File: src/rtl/regfile_pkg.sv
// Default geometry shared by the register file top, its bypass mux and the bench.
package regfile_pkg;
  localparam int DEF_DATA_W   = 32;
  localparam int DEF_ADDR_W   = 5;
  localparam int DEF_LINK_REG = 31;
  localparam int DEF_NREGS    = 2 ** DEF_ADDR_W;
endpackage

File: src/rtl/regfile_bypass_mux.sv
// One read port: resolves the operand through the forwarding stages, writeback,
// link write and finally the array, and flags operands that are not yet final.
module regfile_bypass_mux
  import regfile_pkg::*;
#(
  parameter int DATA_W   = DEF_DATA_W,
  parameter int ADDR_W   = DEF_ADDR_W,
  parameter int NFWD     = 3,
  parameter int LINK_REG = DEF_LINK_REG
) (
  input  logic [ADDR_W-1:0]      i_addr,
  input  logic [NFWD-1:0]        i_fwd_valid,
  input  logic [NFWD-1:0]        i_fwd_rdy,
  input  logic [NFWD*ADDR_W-1:0] i_fwd_addr,
  input  logic [NFWD*DATA_W-1:0] i_fwd_data,
  input  logic                   i_wb_we,
  input  logic [ADDR_W-1:0]      i_wb_addr,
  input  logic [DATA_W-1:0]      i_wb_data,
  input  logic                   i_link_we,
  input  logic [DATA_W-1:0]      i_link_data,
  input  logic [DATA_W-1:0]      i_arr_data,
  input  logic                   i_arr_pending,
  output logic [DATA_W-1:0]      o_data,
  output logic                   o_stall
);
  localparam logic [ADDR_W-1:0] LINK_ADDR = ADDR_W'(LINK_REG);

  logic [DATA_W-1:0] w_data;
  logic              w_stall;

  // Sources are applied lowest priority first so each later match overrides;
  // the stage loop runs oldest to youngest so stage 0 has the final say.
  always_comb begin
    w_data  = i_arr_data;
    w_stall = i_arr_pending;
    if (i_wb_we && i_wb_addr == i_addr) begin
      w_data  = i_wb_data;
      w_stall = 1'b0;
    end else if (i_link_we && i_addr == LINK_ADDR) begin
      w_data  = i_link_data;
      w_stall = 1'b0;
    end
    for (int k = NFWD - 1; k >= 0; k--) begin
      if (i_fwd_valid[k] && i_fwd_addr[k*ADDR_W +: ADDR_W] == i_addr) begin
        w_data  = i_fwd_data[k*DATA_W +: DATA_W];
        w_stall = !i_fwd_rdy[k];
      end
    end
    if (i_addr == '0) begin
      w_data  = '0;
      w_stall = 1'b0;
    end
  end

  assign o_data  = w_data;
  assign o_stall = w_stall;
endmodule

File: src/rtl/regfile_fwd_sb.sv
// Decode-stage integer register file with per-port priority bypass, a link
// register write port and a pending scoreboard for multi-cycle producers.
module regfile_fwd_sb
  import regfile_pkg::*;
#(
  parameter int DATA_W   = DEF_DATA_W,
  parameter int ADDR_W   = DEF_ADDR_W,
  parameter int NRD      = 2,
  parameter int NFWD     = 3,
  parameter int LINK_REG = DEF_LINK_REG
) (
  input  logic                   clk,
  input  logic                   rst,
  input  logic [NRD*ADDR_W-1:0]  rd_addr,
  output logic [NRD*DATA_W-1:0]  rd_data,
  output logic [NRD-1:0]         rd_stall,
  // fwd_valid says stage k will write fwd_addr[k]; fwd_rdy says its data is
  // final. A valid-but-not-ready match stalls the reader; it never back-pressures.
  input  logic [NFWD-1:0]        fwd_valid,
  input  logic [NFWD-1:0]        fwd_rdy,
  input  logic [NFWD*ADDR_W-1:0] fwd_addr,
  input  logic [NFWD*DATA_W-1:0] fwd_data,
  input  logic                   wb_we,
  input  logic [ADDR_W-1:0]      wb_addr,
  input  logic [DATA_W-1:0]      wb_data,
  input  logic                   link_we,
  input  logic [DATA_W-1:0]      link_data,
  input  logic                   iss_valid,
  input  logic [ADDR_W-1:0]      iss_addr,
  input  logic                   flush,
  output logic                   any_pending
);
  localparam int                NREGS     = 2 ** ADDR_W;
  localparam logic [ADDR_W-1:0] LINK_ADDR = ADDR_W'(LINK_REG);

  logic [DATA_W-1:0] r_regs [NREGS];
  logic [NREGS-1:0]  r_pending;
  logic [NREGS-1:0]  w_pend_next;
  logic              r_any_pending;

  // Link goes first so a same-cycle writeback to the link register wins.
  always_ff @(posedge clk or negedge rst) begin
    if (!rst) begin
      for (int j = 0; j < NREGS; j++) r_regs[j] <= '0;
    end else begin
      if (link_we) r_regs[LINK_ADDR] <= link_data;
      if (wb_we && wb_addr != '0) r_regs[wb_addr] <= wb_data;
    end
  end

  // A new producer outranks a completing one; flush outranks everything.
  always_comb begin
    w_pend_next = r_pending;
    if (wb_we)     w_pend_next[wb_addr]  = 1'b0;
    if (iss_valid) w_pend_next[iss_addr] = 1'b1;
    if (flush)     w_pend_next           = '0;
    w_pend_next[0] = 1'b0;
  end

  always_ff @(posedge clk or negedge rst) begin
    if (!rst) begin
      r_pending     <= '0;
      r_any_pending <= 1'b0;
    end else begin
      r_pending     <= w_pend_next;
      r_any_pending <= |w_pend_next;
    end
  end

  assign any_pending = r_any_pending;

  for (genvar g = 0; g < NRD; g++) begin : g_rd
    logic [ADDR_W-1:0] w_addr;
    logic [DATA_W-1:0] w_data;
    logic              w_stall;

    assign w_addr = rd_addr[g*ADDR_W +: ADDR_W];

    regfile_bypass_mux #(
      .DATA_W   (DATA_W),
      .ADDR_W   (ADDR_W),
      .NFWD     (NFWD),
      .LINK_REG (LINK_REG)
    ) u_mux (
      .i_addr        (w_addr),
      .i_fwd_valid   (fwd_valid),
      .i_fwd_rdy     (fwd_rdy),
      .i_fwd_addr    (fwd_addr),
      .i_fwd_data    (fwd_data),
      .i_wb_we       (wb_we),
      .i_wb_addr     (wb_addr),
      .i_wb_data     (wb_data),
      .i_link_we     (link_we),
      .i_link_data   (link_data),
      .i_arr_data    (r_regs[w_addr]),
      .i_arr_pending (r_pending[w_addr]),
      .o_data        (w_data),
      .o_stall       (w_stall)
    );

    assign rd_data[g*DATA_W +: DATA_W] = w_data;
    assign rd_stall[g]                 = w_stall;
  end
endmodule

File: config.mk
export PLATFORM = sky130hd
export DESIGN_NAME = regfile_fwd_sb
export DESIGN_NICKNAME = d
export VERILOG_FILES = /design/src/rtl/regfile_pkg.sv /design/src/rtl/regfile_bypass_mux.sv /design/src/rtl/regfile_fwd_sb.sv
export SDC_FILE = /design/constraint.sdc
export NUM_CORES = 2
export LEC_CHECK = 0
export CAP_MARGIN = 20
export CORE_UTILIZATION = 50
export CTS_CLUSTER_DIAMETER = 100
export DETAILED_ROUTE_END_ITERATION = 6
export PLACE_DENSITY = 0.76
export SLEW_MARGIN = 20
export SYNTH_ARGS = -nofsm -noshare
export SYNTH_HDL_FRONTEND = slang
export SYNTH_HIERARCHICAL = 1
export SYNTH_SLANG_ARGS = --single-unit
File: constraint.sdc
create_clock -name clk -period 3.5 [get_ports clk]
set_input_delay 0.525 -clock clk [delete_from_list [all_inputs] [get_ports clk]]
set_output_delay 0.525 -clock clk [all_outputs]
set_load 0.005 [all_outputs]
* Yosys cells after proc, flatten, opt, wreduce, memory -nomap -nowiden
Cells that the tools add are included.
** Word-level totals
- Register bits after elaboration :: 1056
- Input bits :: 207
- Logic and storage cells :: 127
** Cells by class
- Order comparisons :: 10
- Equality and inequality tests :: 10
- Muxes and demuxes :: 46
- Bitwise logic cells :: 6
- Reduce and logical (&&, ||, !) cells :: 21
** Operators with widths (number)
- 1024-bit bitwise mux :: 1
- 32-bit 2-to-1 mux :: 22
- 32-bit binary-select mux with 5-bit select :: 2
- 32-bit demux with 5-bit select :: 1
- 5-bit == test :: 8
- 32-bit bitwise AND :: 1
- 32-bit NOT :: 1
- 32-bit bitwise OR :: 1
- 31-bit OR reduction :: 1
- 5-bit by 6-bit less-than comparator with 1-bit output (second input constant) :: 4
- 6-bit >= comparator (second input constant) :: 3
- 5-bit NOT with 6-bit output :: 3
- 1-bit 2-to-1 mux :: 16
- 1-bit logical AND :: 14
- 1-bit binary-select mux with 5-bit select :: 2
- 1-bit demux with 5-bit select :: 2
- 5-bit == test (second input constant) :: 2
- 5-bit by 1-bit >= comparator with 1-bit output (second input constant) :: 2
- 5-bit logical NOT :: 2
- 6-bit by 1-bit less-than comparator with 1-bit output (second input constant) :: 1
- 5-bit nonzero test :: 1
- 1-bit logical NOT :: 3

* Logic depth before layout (Yosys ltp)
- Depth in word-level cells :: 11
- Gate-level depth with buffers :: 11
- Gate-level depth less buffers :: 8

* Cells and area by module
The synthesis kept the hierarchy.
** Modules (own cells, without submodules)
- regfile_fwd_sb :: times used 1, cells an instance 3390, area an instance 55957.4 um2, seq. area each 26425.3 um2
- regfile_bypass_mux :: times used 2, cells an instance 321, area an instance 2503.7 um2, seq. area each 0.0 um2

* Worst setup path before layout
Ideal clock, no wire load.
- Path kind :: input to output
- Start point :: in rd_addr[5]
- End point :: out rd_data[54]
- Data arrival time :: 3011 ps
- Data required time :: 2975 ps
- Slack :: -36 ps
- Cell stages on the path :: 9
- Buffers on the path :: 3
- Cells stage by stage :: clkbuf_1 -> clkbuf_1 -> clkbuf_1 -> mux4_2 -> mux4_2 -> mux2_2 -> a221oi_1 -> o221a_1 -> o2bb2ai_2
** Between the ends
- Cells in the longest elaborated chain, start to end :: 10
- Elaborated cells between the ends (all ways) :: 21
- Those cells by class :: 5 x eq/ne; 9 x mux; 1 x bitwise; 6 x reduce/logical
** Ends and longest elaborated chain
- from (decl) :: line regfile_fwd_sb.sv:14 : input logic [NRD*ADDR_W-1:0] rd_addr,
- 5-bit NOT with 6-bit output (implied by the code) :: line regfile_fwd_sb.sv:95 : .i_arr_data (r_regs[w_addr]),
- 32-bit binary-select mux with 5-bit select :: line regfile_fwd_sb.sv:95
- 32-bit 2-to-1 mux (implied by the code) (2 in a row) :: line regfile_fwd_sb.sv:95
- 32-bit 2-to-1 mux :: line regfile_bypass_mux.sv:39 : end else if (i_link_we && i_addr == LINK_ADDR) begin
- 32-bit 2-to-1 mux :: line regfile_bypass_mux.sv:36 : if (i_wb_we && i_wb_addr == i_addr) begin
- 32-bit 2-to-1 mux (3 in a row) :: line regfile_bypass_mux.sv:44 : if (i_fwd_valid[k] && i_fwd_addr[k*ADDR_W +: ADDR_W] == i_addr) begin
- 32-bit 2-to-1 mux (*) :: line regfile_bypass_mux.sv:49 : if (i_addr == '0) begin
- to (decl) :: line regfile_fwd_sb.sv:15 : output logic [NRD*DATA_W-1:0] rd_data,
Every way passes the cells marked *; elsewhere a longest branch is shown, timed or not. The select of a mux whose other input is x is not followed.

* Final worst setup path
- Start point :: reg r_regs[909] (netlist name)
- End point :: out rd_data[13]
** Between the ends
- Cells in the longest elaborated chain, start to end :: 9
** Ends and longest elaborated chain
- from (decl) :: line regfile_fwd_sb.sv:36 : logic [DATA_W-1:0] r_regs [NREGS];
- from (signal, indexed assignment) :: line regfile_fwd_sb.sv:46 : if (link_we) r_regs[LINK_ADDR] <= link_data;
- from (signal, indexed assignment) :: line regfile_fwd_sb.sv:47 : if (wb_we && wb_addr != '0) r_regs[wb_addr] <= wb_data;
- 32-bit binary-select mux with 5-bit select :: line regfile_fwd_sb.sv:95
- 32-bit 2-to-1 mux (implied by the code) (2 in a row) :: line regfile_fwd_sb.sv:95
- 32-bit 2-to-1 mux :: line regfile_bypass_mux.sv:39
- 32-bit 2-to-1 mux :: line regfile_bypass_mux.sv:36
- 32-bit 2-to-1 mux (3 in a row) :: line regfile_bypass_mux.sv:44
- 32-bit 2-to-1 mux :: line regfile_bypass_mux.sv:49
No other way between the ends. The select of a mux whose other input is x is not followed.

==> impl_metrics.prom <==
# TYPE chip_impl_metric gauge
chip_impl_info{name="worst_setup_start_kind",value="flip-flop"} 1
chip_impl_info{name="critical_path.slowest_cell",value="sky130_fd_sc_hd__mux4_2"} 1
chip_impl_info{name="outcome",value="finished with violations"} 1
chip_impl_metric{name="critical-path-max-stage-delay",unit="ps"} 520
chip_impl_info{name="synth_top_family_by_area",value="multiplexers"} 1
chip_impl_metric{name="seqPwrFrac",unit="%"} 41.6
chip_impl_metric{name="initial_cell_density_of_the_core",unit="%"} 50.6
chip_impl_metric{name="worstRegToRegCells",unit=""} 7
chip_impl_info{name="cell_chain_critical_path",value="mux4_2, mux4_2, mux2_4, a221oi_4, buf_4, o221a_1, o2bb2ai_2, buf_2"} 1
chip_impl_metric{name="portBuffers",unit=""} 273
chip_impl_metric{name="leak",unit="nW"} 32.5
chip_impl_metric{name="yosys.cell_types.count",unit=""} 58
chip_impl_metric{name="pin_count",unit=""} 274
chip_impl_info{name="final_cell_mix",value="sky130_fd_sc_hd__dfrtp_1 (1056), sky130_fd_sc_hd__mux2_2 (962), sky130_fd_sc_hd__mux4_2 (658)"} 1
chip_impl_metric{name="clkSlewWorstSetupHoldPaths",unit="ps"} 70
chip_impl_info{name="timing.critical_path.max_delay_family",value="multiplexers"} 1
chip_impl_metric{name="totalNegativeSetupSlack",unit="ps"} -12950
chip_impl_metric{name="timing.critical_path.buf_inv",unit=""} 2
chip_impl_metric{name="flow.area_growth_from_synthesis",unit="%"} 24.8
chip_impl_metric{name="synthesis.instances",unit=""} 4032
chip_impl_info{name="regToRegStartpoint",value="r_pending[31]"} 1
chip_impl_info{name="timing.critical_path.to",value="rd_data[13]"} 1
chip_impl_metric{name="skew_pair_late_insertion_delay",unit="ps"} 690
chip_impl_metric{name="numClockSinks",unit=""} 1056
chip_impl_metric{name="drcViolationCount",unit=""} 2
chip_impl_metric{name="rows",unit=""} 127
chip_impl_metric{name="timing.max_slew.rel_slack",unit="%"} 31.1
chip_impl_metric{name="dieArea",unit="sq um"} 123000
chip_impl_metric{name="holdWs",unit="ps"} 302
chip_impl_metric{name="max_fo_critical_path",unit=""} 3
chip_impl_metric{name="ys_seq_elements",unit=""} 1056
chip_impl_metric{name="number_of_antenna_violations_at_the_first_check_in_global_routing",unit=""} 15
chip_impl_info{name="synth_area_leaders",value="sky130_fd_sc_hd__dfrtp_1 (43%), sky130_fd_sc_hd__mux4_2 (24%), sky130_fd_sc_hd__mux2_2 (19%), sky130_fd_sc_hd__clkbuf_1 (2.3%), sky130_fd_sc_hd__o2bb2ai_2 (1.4%)"} 1
chip_impl_metric{name="gpl.final_weighted_congestion",unit=""} 0.913
chip_impl_metric{name="seq_area_frac_synth",unit="%"} 43.3
chip_impl_metric{name="synth_compound_gate_area_share",unit="%"} 5.94
chip_impl_metric{name="timing.final.max_slew_violations",unit=""} 0
chip_impl_metric{name="clock_power_share",unit="%"} 31.7
chip_impl_metric{name="period_share",unit="%"} 113
chip_impl_metric{name="routed_wirelength",unit="um"} 220000
chip_impl_info{name="most_prevalent_standard_cell_on_the_critical_path",value="sky130_fd_sc_hd__mux4_2"} 1
chip_impl_metric{name="p_sw",unit="W"} 0.0109
chip_impl_metric{name="maximum_number_of_pins_on_one_net_before_global_route_repair",unit=""} 120
chip_impl_metric{name="number_of_global_route_vias_before_repair",unit=""} 46600
chip_impl_metric{name="regToRegSetupSlack",unit="ps"} 1460
chip_impl_metric{name="detail_route.wl_per_cell",unit="um"} 35.3
chip_impl_metric{name="track_usage",unit="%"} 35.8
chip_impl_metric{name="fin_skew",unit="ps"} 3.94
chip_impl_info{name="cts-root-buf",value="sky130_fd_sc_hd__clkbuf_16"} 1
chip_impl_metric{name="layout.core_utilization",unit="%"} 63.2
chip_impl_metric{name="yosys.area_share.simple",unit="%"} 2.18
chip_impl_metric{name="fin_nets",unit=""} 4742
chip_impl_info{name="clock_tree_from_tritoncts",value="done"} 1
chip_impl_metric{name="postLayoutSetupSlackWorst",unit="ps"} -471
chip_impl_metric{name="detailedRoute.firstPassIterationCount",unit=""} 7
chip_impl_info{name="final_common_cell",value="sky130_fd_sc_hd__dfrtp_1"} 1
chip_impl_metric{name="proportion_of_netlist_area_held_by_the_largest_area_contributor",unit="%"} 43.3
chip_impl_metric{name="ys_async_sr_fraction",unit="%"} 100
chip_impl_metric{name="internal_power",unit="W"} 0.0281
chip_impl_metric{name="synth_enable_flop_cells",unit=""} 0
chip_impl_metric{name="post-dp-hpwl",unit="um"} 130000
chip_impl_metric{name="maximum_clock_path_buffer_count",unit=""} 3
chip_impl_metric{name="place_ws",unit="ps"} -1220
chip_impl_metric{name="yosys_warnings",unit=""} 6
chip_impl_info{name="worst_setup_path_startpoint",value="r_regs[909]"} 1
chip_impl_metric{name="fillCellCount",unit=""} 8328
chip_impl_metric{name="dieHeight",unit="um"} 351
chip_impl_metric{name="power_per_cell_area",unit="nW/um^2"} 512
chip_impl_metric{name="hold_violation_count_in_the_final_report",unit=""} 0
chip_impl_metric{name="routed-via-count",unit=""} 44600
chip_impl_metric{name="detailedRoute.firstIterationViolations",unit=""} 5718
chip_impl_metric{name="report.final.setup_viol",unit=""} 66
chip_impl_metric{name="final_layout_size_suffix_gt1_share",unit="%"} 60.2
chip_impl_metric{name="htree_levels",unit=""} 3
chip_impl_metric{name="maximum_frequency_from_static_timing_analysis",unit="MHz"} 252
chip_impl_metric{name="post-place-cells",unit=""} 5860
chip_impl_metric{name="route.detailed.vias_per_inst",unit=""} 7.15
chip_impl_info{name="post_synth_top_area_cell",value="sky130_fd_sc_hd__dfrtp_1"} 1
chip_impl_metric{name="count_of_non_filler_cells_in_the_finished_layout",unit=""} 6240
chip_impl_metric{name="path_depth",unit=""} 8
chip_impl_metric{name="cts_buf_count",unit=""} 109
chip_impl_info{name="synth_flop_cell",value="sky130_fd_sc_hd__dfrtp_1"} 1
chip_impl_metric{name="yosys-mux-area-fraction",unit="%"} 43.8
chip_impl_metric{name="synth_fa_ha_area_share",unit="%"} 0
chip_impl_metric{name="xor_xnor_share_of_the_synthesized_area",unit="%"} 0.673
chip_impl_metric{name="power.ir.vdd_worst",unit="uV"} 433
chip_impl_metric{name="worst-slew-pin-transition",unit="ps"} 1030
chip_impl_info{name="reg2reg_to",value="any_pending"} 1
chip_impl_metric{name="crit_required",unit="ps"} 2970
chip_impl_metric{name="p_comb_share",unit="%"} 26.8
chip_impl_metric{name="postSynthNetCount",unit=""} 4239
chip_impl_metric{name="drv_cap",unit=""} 0
chip_impl_metric{name="cp.arrival",unit="ps"} 3450
chip_impl_metric{name="post_syn_area_per_cell",unit="sq um"} 15.1
chip_impl_info{name="setup_repair_after_global_routing_missed_its_margin",value="true"} 1
chip_impl_metric{name="dieWidth",unit="um"} 351
chip_impl_metric{name="wire_length_of_the_first_global_routing_pass",unit="um"} 319000
chip_impl_info{name="timing_worst_setup_path_type",value="flip-flop to primary output"} 1
chip_impl_info{name="cp-end-kind",value="primary output"} 1
chip_impl_metric{name="grt-ovfl-total",unit=""} 0
chip_impl_info{name="worst_hold_path_type",value="input port to flip-flop"} 1
chip_impl_metric{name="final_period_minus_worst_setup_slack",unit="ps"} 3970
chip_impl_metric{name="core_area",unit="sq um"} 120000
chip_impl_metric{name="syn-cell-area",unit="sq um"} 61000
chip_impl_metric{name="drt.antenna.violating_nets",unit=""} 0
chip_impl_info{name="failing_checks",value="design-rule violations, negative setup slack"} 1
chip_impl_metric{name="power.share.switching",unit="%"} 27.9
flip-flops by register name, indices dropped and copies added, names as in the netlist:
| name | count |
|---|---|
| r_pending | 31 |
| r_regs | 1024 |
| any_pending | 1 |
power groups by stage:
stage | Sequential [W] | Clock (W) | Combinational (W)
after floorplan | 0.0156 | 0 | 0.00635
after global placement | 0.0161 | 0 | 0.00921
after detailed placement | 0.0162 | 0 | 0.00944
after CTS | 0.0160 | 0.0123 | 0.0101
after global routing | 0.0164 | 0.0129 | 0.0109
final | 0.0162 | 0.0123 | 0.0104
worst register-to-register path: cells and delay by family (launching register included):
| kind | cells | cell delay (ps) |
|---|---|---|
| AO/OA/AOI/OAI | 1 | 100 |
| flip-flops | 1 | 410 |
| buffers and inverters | 3 | 290 |
| AND/OR/NAND/NOR | 3 | 1090 |
area by class of cell:
type                       instances  area (sq um)  area share [%]
antenna                            8          20.0          0.0263
clock buffer                     163          3320            4.37
clock inverter                    33           438           0.575
sequential                      1056         26400            34.7
timing repair buffer             900         10200            13.3
inverter                          83           312           0.409
tap                             1612          2020            2.65
multi-input combinational       2385         33400            43.9
synthesized netlist by cell type, types with 6 or more instances:
master                      instances
sky130_fd_sc_hd__buf_6             16
sky130_fd_sc_hd__buf_1             32
sky130_fd_sc_hd__inv_1             82
sky130_fd_sc_hd__nand2b_1           6
sky130_fd_sc_hd__and3_1            65
sky130_fd_sc_hd__nor2_1            28
sky130_fd_sc_hd__o2bb2ai_1         10
sky130_fd_sc_hd__nand3_1           10
sky130_fd_sc_hd__clkbuf_1         371
sky130_fd_sc_hd__a31o_2             6
sky130_fd_sc_hd__mux2_2          1028
sky130_fd_sc_hd__xnor2_2            8
sky130_fd_sc_hd__nor4_1             8
sky130_fd_sc_hd__dfrtp_1         1056
sky130_fd_sc_hd__o21ai_0          102
sky130_fd_sc_hd__nand2_1           52
sky130_fd_sc_hd__mux4_2           658
sky130_fd_sc_hd__xor2_1            16
sky130_fd_sc_hd__o2bb2ai_2         58
sky130_fd_sc_hd__buf_2             85
sky130_fd_sc_hd__nand3b_1           8
sky130_fd_sc_hd__o32ai_1           78
sky130_fd_sc_hd__xnor2_1           16
sky130_fd_sc_hd__mux2i_1           32
sky130_fd_sc_hd__a221oi_1          64
sky130_fd_sc_hd__o221a_1           60
through the flow:
step / instance area, sq um / total power (W)
after floorplan: 61000 / 0.0220
after global placement: 69200 / 0.0253
after CTS: 75800 / 0.0385
after global routing: 76100 / 0.0402
final: 76100 / 0.0390
after detailed placement: 69200 / 0.0257
metal layers:
metal  vias to the layer above  share of wire [%]  track usage, %
met5                         -              0.042               0
met4                        14                6.6            21.3
met3                       916                 13            13.6
met2                      3439                 45            53.1
met1                     23300                 35            44.7
li1                      16900                  -               -
kinds of logic after synthesis:
family / after synthesis
AND/OR/NAND/NOR: 228
XOR/XNOR: 40
AO/OA/AOI/OAI: 399
flip-flops: 1056
multiplexers: 1718
buffers and inverters: 591
worst min path at each step:
stage / start / endpoint / slack (ps) / cells past startpoint
4_1_cts: link_we / r_regs[4] / 260 / 3
2_1_floorplan: rst / any_pending / 230 / 0
5_1_grt: link_we / r_regs[4] / 300 / 3
6_report: link_we / r_regs[4] / 300 / 3
3_5_place_dp: r_regs[992] / r_regs[992] / 380 / 0
3_3_place_gp: r_regs[1014] / r_regs[1014] / 380 / 0
repair_timing:
item	4_1_cts	5_1_grt
hold endpoints to repair	52	0
buffers inserted	150	20
cloned	20	2
gates resized for setup	510	37
pin swaps	126	23
endpoints found under the setup margin	66	66
hold buffers	1	0
Power figures use the tool's default switching activity.
